<file path="src/rtl/core_arb2.sv">
// core_arb2: 2:1 arbiter sharing one req/gnt/rvalid core memory port, one transaction in flight.
// Define CORE_ARB_RR_EN for round-robin arbitration; otherwise port 0 has fixed priority.
module core_arb2 #(
    parameter int ADDR_W  = 32,
    parameter int DATA_W  = 32,
    parameter int TIMEOUT = 255
) (
    input  logic                    aclk,
    input  logic                    areset,
    input  logic [1:0]              m_req,
    input  logic [1:0]              m_we,
    input  logic [2*(DATA_W/8)-1:0] m_be,
    input  logic [2*ADDR_W-1:0]     m_addr,
    input  logic [2*DATA_W-1:0]     m_wdata,
    output logic [1:0]              m_gnt,
    output logic [1:0]              m_rvalid,
    output logic [DATA_W-1:0]       m_rdata,
    output logic                    m_err,
    output logic                    s_req,
    output logic                    s_we,
    output logic [DATA_W/8-1:0]     s_be,
    output logic [ADDR_W-1:0]       s_addr,
    output logic [DATA_W-1:0]       s_wdata,
    input  logic                    s_gnt,
    input  logic                    s_rvalid,
    input  logic [DATA_W-1:0]       s_rdata,
    input  logic                    s_err
);

    localparam int BE_W  = DATA_W / 8;
    localparam int CNT_W = (TIMEOUT > 0) ? $clog2(TIMEOUT + 1) : 1;
    localparam logic [CNT_W-1:0] CNT_LAST = CNT_W'((TIMEOUT > 0) ? TIMEOUT - 1 : 0);

    localparam logic [1:0] ST_IDLE  = 2'd0;
    localparam logic [1:0] ST_WAIT  = 2'd1;
    localparam logic [1:0] ST_DRAIN = 2'd2;

    logic [1:0]       r_state;
    logic             r_owner;
    logic [CNT_W-1:0] r_cnt;

    logic w_win;
    logic w_fire;
    logic w_timeout;

`ifdef CORE_ARB_RR_EN
    logic r_rr_ptr;

    // On a tie the pointer decides; a lone requester always wins.
    assign w_win = (&m_req) ? r_rr_ptr : (m_req[1] & ~m_req[0]);

    always_ff @(posedge aclk or posedge areset) begin
        if (areset) begin
            r_rr_ptr <= 1'b0;
        end else if (w_fire) begin
            r_rr_ptr <= ~w_win;
        end
    end
`else
    assign w_win = m_req[1] & ~m_req[0];
`endif

    assign w_fire    = s_req & s_gnt;
    assign w_timeout = (TIMEOUT != 0) && (r_cnt == CNT_LAST);
    assign m_rdata   = s_rdata;

    // Request fields follow the winner combinationally; only s_req is qualified.
    assign s_we    = w_win ? m_we[1] : m_we[0];
    assign s_be    = w_win ? m_be[2*BE_W-1:BE_W] : m_be[BE_W-1:0];
    assign s_addr  = w_win ? m_addr[2*ADDR_W-1:ADDR_W] : m_addr[ADDR_W-1:0];
    assign s_wdata = w_win ? m_wdata[2*DATA_W-1:DATA_W] : m_wdata[DATA_W-1:0];

    always_comb begin
        // NOTE: every output gets a default first so no path leaves it unassigned (no latch).
        s_req    = 1'b0;
        m_gnt    = 2'b00;
        m_rvalid = 2'b00;
        m_err    = 1'b0;
        if (!areset) begin
            case (r_state)
                ST_IDLE: begin
                    s_req        = |m_req;
                    m_gnt[w_win] = s_gnt & (|m_req);
                end
                ST_WAIT: begin
                    if (s_rvalid) begin
                        m_rvalid[r_owner] = 1'b1;
                        m_err             = s_err;
                    end else if (w_timeout) begin
                        m_rvalid[r_owner] = 1'b1;
                        m_err             = 1'b1;
                    end
                end
                default: ;
            endcase
        end
    end

    always_ff @(posedge aclk or posedge areset) begin
        // NOTE: sequential state uses non-blocking assignments so all flops update together.
        if (areset) begin
            r_state <= ST_IDLE;
            r_owner <= 1'b0;
            r_cnt   <= '0;
        end else begin
            case (r_state)
                ST_IDLE: begin
                    if (w_fire) begin
                        r_owner <= w_win;
                        r_cnt   <= '0;
                        r_state <= ST_WAIT;
                    end
                end
                ST_WAIT: begin
                    if (s_rvalid) begin
                        r_state <= ST_IDLE;
                    end else if (w_timeout) begin
                        r_state <= ST_DRAIN;
                    end else begin
                        r_cnt <= r_cnt + CNT_W'(1);
                    end
                end
                ST_DRAIN: begin
                    // The lost response eventually arrives and is swallowed here.
                    if (s_rvalid) begin
                        r_state <= ST_IDLE;
                    end
                end
                default: r_state <= ST_IDLE;
            endcase
        end
    end

endmodule

</file>
<file path="config.mk">
export PLATFORM = sky130hd
export DESIGN_NAME = core_arb2
export DESIGN_NICKNAME = d
export VERILOG_FILES = /design/src/rtl/core_arb2.sv
export SDC_FILE = /design/constraint.sdc
export NUM_CORES = 1
export LEC_CHECK = 0
export ABC_CLOCK_PERIOD_IN_PS = 1950
export CAP_MARGIN = 20
export CELL_PAD_IN_SITES_DETAIL_PLACEMENT = 1
export CELL_PAD_IN_SITES_GLOBAL_PLACEMENT = 1
export CORE_MARGIN = 2
export CORE_UTILIZATION = 13
export CTS_BUF_LIST = sky130_fd_sc_hd__clkbuf_4 sky130_fd_sc_hd__clkbuf_8 sky130_fd_sc_hd__clkbuf_16
export CTS_CLUSTER_SIZE = 16
export DETAILED_ROUTE_END_ITERATION = 8
export PLACE_DENSITY_LB_ADDON = 0.2
export RECOVER_POWER = 50
export SYNTH_ARGS = -nofsm -noshare
export SYNTH_HDL_FRONTEND = slang
export SYNTH_SLANG_ARGS = --single-unit
</file>
<file path="constraint.sdc">
create_clock -name aclk -period 1.95 [get_ports aclk]
set_clock_uncertainty 0.15 [all_clocks]
set_input_delay 0.39 -clock aclk [delete_from_list [all_inputs] [get_ports aclk]]
set_output_delay 0.39 -clock aclk [all_outputs]
set_load 0.01 [all_outputs]
</file>
======== After elaboration in Yosys (flattened, before gate mapping) ========
Index checks and enable logic that the tools add are counted.
word-level totals
  ROM bits ................................ 0
  register bits after elaboration ......... 11
  memories ................................ 0
  input port bits ......................... 177
  bits in latches ......................... 0
  output and inout port bits .............. 107
  word-level logic and storage cells ...... 58
  memory bits (writable) .................. 0
operators by class
  $mul .................................... 0
  shift operators ......................... 0
  bitwise logic cells ..................... 5
  equal/unequal tests ..................... 8
  div/mod/pow operators ................... 0
  add/subtract/negate cells ............... 1
  multiplexer cells ....................... 29
  reduce and logical (&&, ||, !) cells .... 8
  magnitude comparators ................... 4
operators by type and width
  kind                   count
  $mux W32               2
  $mux W8                3
  $mux W2                10
  $pmux W8 S2            1
  $mux W1                9
  $add A8 B1 Y8 const B  1
  $eq A8 B8 Y1 const B   1
  $ne A2 B2 Y1 const B   4
  $pmux W2 S3            1
  $lt A1 B2 Y1 const B   2
  $mux W4                1
  $reduce_and A4 Y1      1
  $and A1 B1 Y1          3
  $ne A3 B3 Y1 const B   1
  $reduce_and A3 Y1      1
  $and A2 B2 Y2          1
  $demux W1 S1           2
  $eq A2 B1 Y1 const B   1
  $eq A2 B2 Y1 const B   1
  $ge A1 B1 Y1 const B   2
  $logic_and A1 B1 Y1    2
  $logic_not A2 Y1       1
  $reduce_and A2 Y1      1
  $reduce_bool A2 Y1     1
  2 further kinds        2

======== Longest topological paths before layout ========
Gate-level depths: netlist of the first run.
  word-level depth ........................ 9
  depth in mapped cells ................... 7
  gate-level depth less buffers ........... 6

======== Least setup slack after synthesis of the first run ========
No wires, ideal clock.
  path kind ............................... input -> output
  start ................................... input port m_req[0]
  end ..................................... output port s_addr[0]
  data arrival time ....................... 1.342 ns
  path buffers ............................ 2
  stages on the path ...................... 4
  path slack .............................. 0.068 ns
  required time ........................... 1.410 ns
  cells stage by stage .................... and2b_1 -> clkbuf_1 -> buf_2 -> mux2_2
on the way
  longest elaborated chain between the ends .. 3
ends and longest elaborated chain
  what                line  text
  start: declaration  10    input logic [1:0] m_req,
  $not A1 Y1          60    assign w_win = m_req[1] & ~m_req[0];
  $and A1 B1 Y1       60
  $mux W32            70    assign s_addr = w_win ? m_addr[2*ADDR_W-1:ADDR_W] : m_addr[ADDR_W-1:0];
  end: declaration    22    output logic [ADDR_W-1:0] s_addr,
Every way passes these cells.

======== Worst setup path in the final report of the first run ========
  start ................................... input port m_req[0]
  end ..................................... output port s_wdata[27]
on the way
  longest elaborated chain between the ends .. 3
ends and longest elaborated chain
  what              line  text
  $not A1 Y1        60
  $and A1 B1 Y1     60
  $mux W32          71    assign s_wdata = w_win ? m_wdata[2*DATA_W-1:DATA_W] : m_wdata[DATA_W-1:0];
  end: declaration  23    output logic [DATA_W-1:0] s_wdata,
Every way passes these cells.

==> results of run 1 <==
## flip-flops by register name, indices dropped and copies added (netlist names)
register  count
r_cnt         8
r_state       2
r_owner       1
## final cells by class
class / instances / area, µm²
tap: 172 / 215
multi-input combinational: 120 / 1390
fill: 1421 / 7740
timing repair buffer: 281 / 2930
clock buffer: 4 / 82.6
sequential: 11 / 275
inverter: 8 / 30.0
## kinds of logic (layout without fill, tap and decap cells)
logic type | count (synthesis) | after routing
AOI/OAI and AO/OA | 15 | 15
xor gates and xnor gates | 3 | 3
adders and majority gates | 2 | 2
buffers and inverters | 50 | 293
DFF | 11 | 11
muxes | 69 | 69
and+or+nand+nor | 31 | 31
## power groups by stage
stage / clock [mW] / sequential [mW] / combinational (mW)
detailed placement: 0 / 0.297 / 1.04
floorplan: 0 / 0.313 / 0.400
finish: 0.397 / 0.297 / 1.30
global placement: 0 / 0.293 / 1.03
global route: 0.423 / 0.301 / 1.38
CTS: 0.406 / 0.295 / 1.19
## critical path, delay by kind of cell
family	cells	cell delay [ns]
mux	1	0.31
buf+inv	6	0.68
simple gates	1	0.28
## cell usage in the layout, fill, tap and decap left out, types with 3 or more instances in the layout
master,netlist,layout
buf_12,0,5
buf_16,0,3
buf_2,8,8
buf_4,33,30
buf_6,0,88
buf_8,0,4
clkbuf_16,0,3
clkdlybuf4s50_1,0,140
dfrtp_1,11,11
inv_1,8,8
mux2_2,69,6
mux2_4,0,63
nand2_1,3,3
nand3_1,5,4
nor2_1,9,5
nor2_2,1,3
nor3_1,3,3
## worst paths after layout
path,from,end,slack [ns],cells after the start
max,m_req[0],s_wdata[27],-0.26,8
min in group aclk,r_owner,r_owner,0.42,1
min,areset,r_state[1],0.28,3
max reg2reg,r_state[1],r_cnt[2],0.09,8
min reg2reg,r_owner,r_owner,0.42,1
max in group asynchronous,areset,r_cnt[0],1.06,3
## metrics by stage
stage	setup slack [ns]	util (%)	power, mW	hold slack, ns
floorplan	0.0681	-	0.713	0.0924
detailed placement	-0.848	31.6	1.33	0.354
CTS	-0.407	36.2	1.89	0.319
global placement	-0.844	31.6	1.32	0.351
global route	-0.303	38.9	2.11	0.326
finish	-0.261	38.9	1.99	0.275
## what timing repair did
action,CTS,global route
setup endpoints to repair,81,79
endpoints found under the hold margin,0,0
buffers inserted,28,17
pin swaps,2,4
gates resized for setup,410,98
gates cloned,6,0
## metal layers
layer | GRT usage (%) | wire (µm)
met1 | 17.7 | 4380
met2 | 30.8 | 6530
met3 | 5.41 | 983
met4 | 1.36 | 36
met5 | 0 | 0
==> results.toml, run 1 <==
[power_and_ir_drop]
seqPwrFrac_pct = 14.9
ir_worst_vdd_mv = 0.200
swShare_pct = 29.1
p_comb_share_pct = 65.2
p_int_mw = 1.41
power_density_nw_per_um2 = 405
p_leak_nw = 2.24
switchingPower_mw = 0.581
p_clk_share_pct = 19.9

[yosys]
synth-xor-area-share_pct = 1.55
synth-simple-area-share_pct = 9.93
netlist_top_cells_area = "mux2_2, dfrtp_1, buf_4, buf_2, nor2_1"
synth_top_family_by_area = "multiplexers"
synthTopCellsByCount = "mux2_2, buf_4, dfrtp_1"
seq_area_frac_synth_pct = 16.2
synth.most_common_cell = "mux2_2"
synthAdderAreaFrac_pct = 1.47
yosys_register_bits = 11
synth_top_area_share_pct = 45.7
yosysTopAreaCell = "mux2_2"
ys_warn_count = 0
synth_top_flop_cell = "dfrtp_1"
muxShareOfSynthArea_pct = 45.7
synth_nets = 360
synth_edf_count = 0
syn_inst = 181
yosysUniqueCellTypes = 32
syn_area_um2 = 1700
ys_async_sr_fraction_pct = 100
synth-compound-area-share_pct = 6.25
syn_avg_cell_area_um2 = 9.39

[sta]
final.setup.tns_ns = -10.93
setup_ws_ns = -0.261
fin_crit_sh_pct = 113
slew-limit-headroom_pct = 69.2
tightest_slew_ns = 0.461
fmaxAchievable_ghz = 0.452
period_minus_slack_ns = 2.21
rsz0062_at_grt = "yes"
finalSetupViolCount = 71
slew_violations = 0
hold_violations = 0

[layout]
fin_area_um2 = 4930
drive_gt1_share_pct = 52.6
instances_no_fill = 596
syn_to_final_growth_pct = 190
diodes = 0
finalNetCount = 604

[critical_path]
cp_slowest_cell = "mux2_4"
cp.required_ns = 1.41
cp_cell_sequence = "buf_6 > and2b_4 > buf_6 > buf_8 > buf_12 > buf_12 > mux2_4 > buf_6"
critical_path.max_stage_delay_ns = 0.31
critPathMaxFanout = 7
worst-setup-path-type = "in -> out"
cp_common_cell = "buf_6"
critPathLaunchType = "input port"
endpoint_kind = "output pin"
worstPathArrival_ns = 1.67

[detailed_routing]
dr.pass1.iters = 4
num_vias = 2329
vias_per_cell = 3.91
wl_um = 11900
drt_iter0_markers = 29
drc = 0
drt.antenna.violating_nets = 0
routedWlPerCell_um = 20.0

[cts]
cts_tree = "built"
cts_buffer_depth = 2
hold_buffers = 0
clkLatencyLatePin_ns = 0.24
cts_sinks = 11
clkTransAtPathRegs_ns = 0.04
cts_root_buffer = "clkbuf_16"
htreeDepth = 1
cts_inserted_buffers = 3

[grt]
grt_pass1_vias = 2581
grt_antenna_before_repair = 0
grt_pass1_wl_um = 17000
track_usage_pct = 16.1
grt_max_degree = 12
gr-total-overflow = 0

[floorplan]
rows = 41
ioPinCount = 284
die_y_um = 118
dieArea_um2 = 14000
design.core.area_um2 = 12700
start_util_pct = 13.4
die_x_um = 118

[status]
violations = "negative setup slack"
status = "finished, violations left"

[placed_design]
hpwl_um = 9250
portBuffers = 219
gp_congestion = 0.891
dp.cells = 552
place_area_um2 = 4010

[job]
drv_cap = 0

[min_path]
holdCritPathClass = "in -> async"
Note: power is estimated with default switching activity, not from simulation.
==> inputs of run 2 (changes only) <==
--- a/config.mk
+++ b/config.mk
@@ -9,13 +9,13 @@
 export CAP_MARGIN = 20
 export CELL_PAD_IN_SITES_DETAIL_PLACEMENT = 1
 export CELL_PAD_IN_SITES_GLOBAL_PLACEMENT = 1
-export CORE_MARGIN = 2
 export CORE_UTILIZATION = 13
 export CTS_BUF_LIST = sky130_fd_sc_hd__clkbuf_4 sky130_fd_sc_hd__clkbuf_8 sky130_fd_sc_hd__clkbuf_16
 export CTS_CLUSTER_SIZE = 16
 export DETAILED_ROUTE_END_ITERATION = 8
 export PLACE_DENSITY_LB_ADDON = 0.2
 export RECOVER_POWER = 50
+export SETUP_SLACK_MARGIN = 0.5
 export SYNTH_ARGS = -nofsm -noshare
 export SYNTH_HDL_FRONTEND = slang
 export SYNTH_SLANG_ARGS = --single-unit
==> results.toml, run 2 (synthesis gave the netlist of run 1 again) <==
[layout]
syn_to_final_growth_pct = 190
regMostFlops = "r_cnt"
final_cell_mix = "clkdlybuf4s50_1, buf_6, mux2_4"
diodes = 0
largest_reg_flops = 8
fin_area_um2 = 4940
drive_gt1_share_pct = 55.5
finalNetCount = 600
post-route-util_pct = 39.0
final_common_cell = "clkdlybuf4s50_1"
fill_cells = 1409
largest_registers = "r_cnt: 8 flops, r_state: 2 flops, r_owner: 1 flops"

[floorplan]
ioPinCount = 284
die_x_um = 116
dieArea_um2 = 13500
die_y_um = 116
design.core.area_um2 = 12700
rows = 41
start_util_pct = 13.4

[cts]
cts_root_buffer = "clkbuf_16"
cts_tree = "built"
clkTransAtPathRegs_ns = 0.05
cts_buffer_depth = 2
cts_inserted_buffers = 3
hold_buffers = 0
cts_sinks = 11
htreeDepth = 1
clkLatencyLatePin_ns = 0.24

[critical_path]
worstPathArrival_ns = 1.67
rr_worst_depth = 8
ff2ff_setup_slack_ns = 0.18
worstReg2RegStart = "r_cnt[0]"
cp.required_ns = 1.41
critPathLaunchType = "input port"
rr_endpoint = "r_cnt[3]"
endpoint_kind = "output pin"
critPathMaxFanout = 6
worst-setup-path-type = "in -> out"

[power_and_ir_drop]
power.total_mw = 2.01
ir_worst_vdd_mv = 0.284
power_density_nw_per_um2 = 408
p_leak_nw = 2.19

[grt]
gr-total-overflow = 0
grt_pass1_vias = 2474
track_usage_pct = 16.4
grt_pass1_wl_um = 16200
grt_antenna_before_repair = 0
grt_max_degree = 12

[placed_design]
portBuffers = 219
hpwl_um = 8940
place_area_um2 = 4030
gp_congestion = 0.715

[sta]
slew-limit-headroom_pct = 67.4
hold_violations = 0
fin_crit_sh_pct = 113
finalSetupViolCount = 74
final.setup.tns_ns = -13.86
period_minus_slack_ns = 2.21
setup_ws_ns = -0.258
slew_violations = 0
rsz0062_at_grt = "yes"
fmaxAchievable_ghz = 0.453
tightest_slew_ns = 0.489

[detailed_routing]
drc = 0
routedWlPerCell_um = 20.1
wl_um = 11900
dr.pass1.iters = 2
drt_iter0_markers = 37
drt.antenna.violating_nets = 0
num_vias = 2337
vias_per_cell = 3.95

[job]
drv_cap = 0

[min_path]
holdCritPathClass = "in -> async"

[status]
violations = "negative setup slack"
status = "finished, violations left"
==> run 2: changes by cell type in the layout (fill, tap and decap cells not counted), sizes merged <==
cell | previous run | this run
clkdlybuf4s50 | 140 | 139
clkinv | 0 | 1
clkdlybuf4s15 | 2 | 1
buf | 138 | 134
dlygate4sd2 | 1 | 2
==> run 2: where the power goes <==
part / total [mW] / internal, mW / switching (mW)
Sequential: 0.299 / 0.268 / 0.0311
Clock: 0.392 / 0.273 / 0.119
Combinational: 1.32 / 0.860 / 0.463
Total: 2.01 / 1.40 / 0.613
==> run 2: worst max-delay path by stage <==
stage,from,to,slack [ns],cells after the start
floorplan,m_req[0],s_addr[0],0.19,4
global placement,m_req[0],s_wdata[20],-0.85,5
detailed placement,m_req[0],s_addr[5],-0.87,5
CTS,m_req[0],s_be[1],-0.27,8
global route,m_req[0],s_be[1],-0.30,8
finish,m_req[0],s_be[1],-0.26,8
==> run 2: area by class of cell <==
class / instances / area, µm² / share of cell area (%)
Clock buffer: 3 / 75.1 / 1.52
Multi-Input combinational cell: 120 / 1430 / 28.9
Clock inverter: 1 / 5.00 / 0.101
Timing Repair Buffer: 277 / 2910 / 58.9
Tap cell: 172 / 215 / 4.36
Sequential cell: 11 / 275 / 5.58
Inverter: 8 / 32.5 / 0.659
==> run 2: worst max-delay path: stages <==
cell	delay, ns
buf_6	0.09
and2b_4	0.28
buf_6	0.11
buf_12	0.10
buf_8	0.12
buf_16	0.13
mux2_4	0.31
buf_6	0.12
==> run 2: per-layer routing <==
metal	part of all wire [%]	global-route usage (%)	vias to the layer above
li1	-	-	1091
met1	38	19.3	1130
met2	52	29.9	112
met3	9.9	4.72	4
met4	0.34	1.79	0
met5	0	0	-
==> run 2: what timing repair did <==
item / CTS / global route
buffers inserted: 22 / 8
endpoints found under the setup margin: 86 / 86
cloned: 7 / 1
gates resized for setup: 481 / 12
pin swaps: 13 / 4
==> run 2: metrics by stage <==
| step | setup WS, ns | hold slack, ns | cells |
|---|---|---|---|
| after detailed placement | -0.866 | 0.358 | 550 |
| after floorplan | 0.194 | 0.0924 | 181 |
| after CTS | -0.270 | 0.310 | 583 |
| after global routing | -0.304 | 0.357 | 592 |
| final | -0.258 | 0.296 | 592 |
| after global placement | -0.850 | 0.354 | 550 |
